**config.mk**
```make
export PLATFORM = sky130hd
export DESIGN_NAME = key_mem_loader
export DESIGN_NICKNAME = d
export VERILOG_FILES = /design/src/rtl/key_mem_loader.sv
export SDC_FILE = /design/constraint.sdc
export NUM_CORES = 1
export LEC_CHECK = 0
export ABC_AREA = 1
export BUFFER_PORTS_ARGS = -buffer_cell sky130_fd_sc_hd__buf_2
export CAP_MARGIN = 20
export CORE_MARGIN = 2
export CORE_UTILIZATION = 59
export CTS_BUF_LIST = sky130_fd_sc_hd__clkbuf_2 sky130_fd_sc_hd__clkbuf_4 sky130_fd_sc_hd__clkbuf_8
export DETAILED_ROUTE_END_ITERATION = 12
export PLACE_DENSITY_LB_ADDON = 0.3
export REMOVE_ABC_BUFFERS = 1
export SKIP_LAST_GASP = 1
export SLEW_MARGIN = 20
export SYNTH_ARGS = -nofsm -noshare
export SYNTH_HDL_FRONTEND = slang
export SYNTH_SLANG_ARGS = --single-unit
```
**constraint.sdc**
```tcl
create_clock -name clk -period 3.9 [get_ports clk]
set_clock_uncertainty 0.2 [all_clocks]
set_input_delay 0.195 -clock clk [delete_from_list [all_inputs] [get_ports clk]]
set_output_delay 0.195 -clock clk [all_outputs]
set_load 0.05 [all_outputs]
```
**src/rtl/key_mem_loader.sv**
```systemverilog
// Keypad-to-RAM program loader: pairs keypad halfwords into 32-bit words,
// writes them to consecutive RAM addresses and holds the CPU in reset while loading.
module key_mem_loader #(
    parameter logic [31:0] BASE_ADDR = 32'h0000_0000,
    parameter int unsigned MAX_WORDS = 1024
) (
    input  logic        clk,
    input  logic        rst,
    input  logic        key_valid,
    input  logic [15:0] key_data,
    input  logic        load_start,
    input  logic        load_done,
    output logic        mem_we,
    output logic [31:0] mem_addr,
    output logic [31:0] mem_wdata,
    output logic        fpga_enable,
    output logic        cpu_enable,
    output logic        cpu_nrst,
    output logic [10:0] word_count,
    output logic        full
);

    localparam logic [10:0] MaxCount = 11'(MAX_WORDS);

    typedef enum logic [2:0] {
        StIdle,
        StUpper,
        StLower,
        StWrite,
        StFull
    } state_e;

    state_e      state_q, state_d;
    logic        pending_done_q, pending_done_d;
    logic [31:0] addr_q, addr_d;
    logic [31:0] wdata_q, wdata_d;
    logic [10:0] count_q, count_d;
    logic        full_q, full_d;
    logic [10:0] count_inc;

    assign count_inc = count_q + 11'd1;

    always_comb begin
        state_d        = state_q;
        pending_done_d = pending_done_q;
        addr_d         = addr_q;
        wdata_d        = wdata_q;
        count_d        = count_q;
        full_d         = full_q;

        unique case (state_q)
            StIdle: begin
                pending_done_d = 1'b0;
                if (load_start) begin
                    state_d = StUpper;
                    addr_d  = BASE_ADDR;
                    count_d = '0;
                    full_d  = 1'b0;
                end
            end
            // load_done takes priority over a key arriving on the same edge
            StUpper: begin
                if (load_done) begin
                    state_d = StIdle;
                end else if (key_valid) begin
                    wdata_d[31:16] = key_data;
                    state_d        = StLower;
                end
            end
            StLower: begin
                if (load_done) begin
                    state_d = StIdle;
                end else if (key_valid) begin
                    wdata_d[15:0] = key_data;
                    state_d       = StWrite;
                end
            end
            // The write always completes; a done request only redirects the exit
            StWrite: begin
                addr_d  = addr_q + 32'd4;
                count_d = count_inc;
                if (count_inc == MaxCount) begin
                    full_d = 1'b1;
                end
                if (load_done || pending_done_q) begin
                    pending_done_d = 1'b1;
                    state_d        = StIdle;
                end else if (count_inc == MaxCount) begin
                    state_d = StFull;
                end else begin
                    state_d = StUpper;
                end
            end
            StFull: begin
                if (load_done) begin
                    state_d = StIdle;
                end
            end
            default: state_d = StIdle;
        endcase
    end

    always_ff @(posedge clk) begin
        if (rst) begin
            state_q        <= StIdle;
            pending_done_q <= 1'b0;
            addr_q         <= BASE_ADDR;
            wdata_q        <= '0;
            count_q        <= '0;
            full_q         <= 1'b0;
        end else begin
            state_q        <= state_d;
            pending_done_q <= pending_done_d;
            addr_q         <= addr_d;
            wdata_q        <= wdata_d;
            count_q        <= count_d;
            full_q         <= full_d;
        end
    end

    // CPU release and RAM hand-back both follow the same state bit, so they switch together
    assign mem_we      = (state_q == StWrite);
    assign fpga_enable = (state_q != StIdle);
    assign cpu_enable  = (state_q == StIdle);
    assign cpu_nrst    = (state_q == StIdle);
    assign mem_addr    = addr_q;
    assign mem_wdata   = wdata_q;
    assign word_count  = count_q;
    assign full        = full_q;

endmodule

```
==> out/qor.json <==
{
  "avgSynthCellArea_um2": 6.959,
  "final.period_utilization": 0.6183,
  "drv_slew": 0,
  "hold_ws_ns": 0.1614,
  "worst_setup_hold_path_clk_slew_ns": 0.08,
  "tritoncts": "built",
  "drtIter0Drc": 364,
  "vdd_drop_max_mv": 0.3252,
  "synth.yosys.seq_area_share": 0.3964,
  "period_needed_ns": 2.411,
  "yosys.area_share.xor_xnor": 0.002224,
  "cts.htree.levels": 3,
  "required_ns": 3.50,
  "area_delta_synth_final_pct": 22.46,
  "leakagePower_nw": 2.165,
  "cts_root_buffer": "sky130_fd_sc_hd__clkbuf_8",
  "final_antenna_net_count": 0,
  "number_of_resized_instances_in_the_post_cts_repair_step": 0,
  "final.setup.worst_slack_ns": 1.489,
  "achievable-frequency_mhz": 414.7,
  "critical_path.endpoint_type": "output pin",
  "synth_top_family_by_area": "simple AND/OR/NAND/NOR gates",
  "grt_util_all_layers": 0.3067,
  "synth_cell_types": 42,
  "diodes": 0,
  "routabilityCongestion": 0.9964,
  "drt_wl_total_mm": 10.84,
  "worstSetupStartpointType": "flip-flop",
  "drt_pre_antenna_iters": 5,
  "synth_seq_cells": 78,
  "tightest_slew_ns": 0.6806,
  "outcome": "completed",
  "netlist_area_um2": 3939,
  "cts_setup_buffers": 0,
  "final_hold_viol_count": 0,
  "timing.slew.headroom": 0.5458,
  "finalSetupViolations": 0,
  "synth_simple_gate_area_share": 0.3767,
  "synthesis.yosys.warnings": 0,
  "wl_cell_um": 14.38,
  "grt_setup_unrepaired": "false",
  "tritoncts.num_buffers": 9,
  "totalNegativeSetupSlack_ns": 0,
  "die-area_um2": 7345,
  "clk-insertion-delay-late_ns": 0.36,
  "chipHeight_um": 85.71,
  "num_io_pins": 101,
  "number_of_vias_in_the_routed_layout": 4200,
  "drcViolationCount": 0,
  "crit_type": "reg2out",
  "yosys-mux-area-fraction": 0,
  "coreArea_um2": 6386,
  "viasPerCell": 5.570,
  "vias_in_the_first_global_route": 4076,
  "fraction_of_layout_instances_using_a_drive_strength_above_1": 0.2349,
  "detailed_place_hpwl_mm": 7.393,
  "net_total_in_the_final_layout": 696,
  "place_worst_setup_slack_ns": 1.815,
  "synth_compound_area_frac": 0.1356,
  "grt_pass1_wl_mm": 18.39,
  "die_x_um": 85.71,
  "grt_max_degree": 41,
  "port_buffers": 98,
  "drv.max_cap_violation_count": 0,
  "initial_core_util": 0.6168,
  "crit_fanout": 36,
  "max-clock-path-buffers": 2,
  "critical_path_arrival_ns": 2.02,
  "tritoncts_num_sinks": 78,
  "synth-adder-area-share": 0.009530,
  "power_per_cell_area_nw_per_um2": 424.2,
  "remaining_overflow_grt": 0,
  "row_count": 29,
  "grt_antenna_before_repair": 0,
  "worst_hold_path_type": "in2reg",
  "cell_count_after_synthesis": 566
}
through the flow:
| step | power (W) | std cells | utilization | area [µm²] |
|---|---|---|---|---|
| 2_1_floorplan | 0.001215 | 545 | - | 3832 |
| 3_3_place_gp | 0.001333 | 721 | 0.6932 | 4427 |
| 3_5_place_dp | 0.001346 | 721 | 0.6932 | 4427 |
| 4_1_cts | 0.002040 | 754 | 0.7553 | 4823 |
| 5_1_grt | 0.002126 | 754 | 0.7553 | 4823 |
| 6_report | 0.002046 | 754 | 0.7553 | 4823 |
sequential cells by signal (all words and copies together), names as in the netlist:
signal,cells
mem_wdata,32
pending_done_q,1
word_count,11
mem_addr,30
state_q,3
full,1
cell usage after synthesis, drive strengths merged:
master / count / area [µm²]
nand2: 125 / 499.2
nor2: 110 / 488.0
dfxtp: 78 / 1562
inv: 52 / 195.2
o21ai: 49 / 245.2
a21oi: 40 / 200.2
nand3: 34 / 195.2
nand4: 16 / 100.1
clkbuf: 12 / 46.29
buf: 10 / 63.80
nor3: 10 / 70.07
nor4: 7 / 90.09
o31ai: 4 / 35.03
ha: 3 / 37.54
nand3b: 3 / 22.52
a221oi: 2 / 17.52
or2: 2 / 12.52
a211oi: 1 / 7.510
a22oi: 1 / 7.510
a31oi: 1 / 6.260
and3: 1 / 6.260
clkinv: 1 / 3.750
conb: 1 / 3.750
o22ai: 1 / 6.260
o311ai: 1 / 8.760
xor2: 1 / 8.760
worst max-delay path: stages, from the launching register on:
cell                      delay, ns
sky130_fd_sc_hd__dfxtp_1       0.37
sky130_fd_sc_hd__inv_1         0.07
sky130_fd_sc_hd__nor2_1        0.14
sky130_fd_sc_hd__nand2_2       0.18
sky130_fd_sc_hd__inv_2         0.52
sky130_fd_sc_hd__buf_2         0.38
per-layer routing:
metal  vias up  part of all wire  GRT usage
li1       2065                 -          -
met1      1895              0.42     0.3910
met4         0             0.022     0.1154
met2       205              0.47     0.4908
met3        35             0.094    0.09240
met5         -                 0          0
final cells by class:
class	instances	area, µm²
repair buffers	116	668.1
flip-flops and latches	78	1562
clock buffers	11	145.1
inverters	53	198.9
multi-input cells	414	2072
fillers	487	1563
clock inverters	5	81.33
well taps	77	96.34
kinds of logic (layout without fill, tap and decap cells):
| kind of cell | Yosys count | count (layout) |
|---|---|---|
| AND/OR/NAND/NOR | 308 | 308 |
| XOR/XNOR | 1 | 1 |
| buffers and inverters | 75 | 185 |
| flip-flops | 78 | 78 |
| AO/OA/AOI/OAI | 100 | 100 |
| other | 1 | 2 |
| adder cells (fa/ha/maj) | 3 | 3 |
timing repair:
item / 4_1_cts / 5_1_grt
endpoints found under the setup margin: 0 / 0
hold endpoints to repair: 33 / 0
hold buffers: 17 / 0
cells in the final DEF, fill, tap and decap left out, drive strengths merged:
cell type,instances
a211oi,1
a21oi,40
a221oi,2
a22oi,1
a31oi,1
and3,1
buf,99
bufinv,2
clkbuf,11
clkinv,2
clkinvlp,1
conb,2
dfxtp,78
dlygate4sd3,17
ha,3
inv,53
nand2,125
nand3,34
nand3b,3
nand4,16
nor2,110
nor3,10
nor4,7
o21ai,49
o22ai,1
o311ai,1
o31ai,4
or2,2
xor2,1
power by group:
group | leakage, nW | internal, W | switching, W
clock | 0.113 | 0.000387 | 0.000311
combinational | 1.42 | 0.000102 | 0.000384
sequential | 0.630 | 0.000836 | 0.0000264
worst paths after layout:
check,slack [ns],end,startpoint,depth (start not counted)
setup / recovery,1.49,mem_we,state_q[0],5
hold / removal,0.16,state_q[2],load_start,4
setup reg to reg,1.77,mem_addr[13],state_q[0],7
hold reg to reg,0.30,full,full,2
Note: power is estimated with default switching activity, not from simulation.
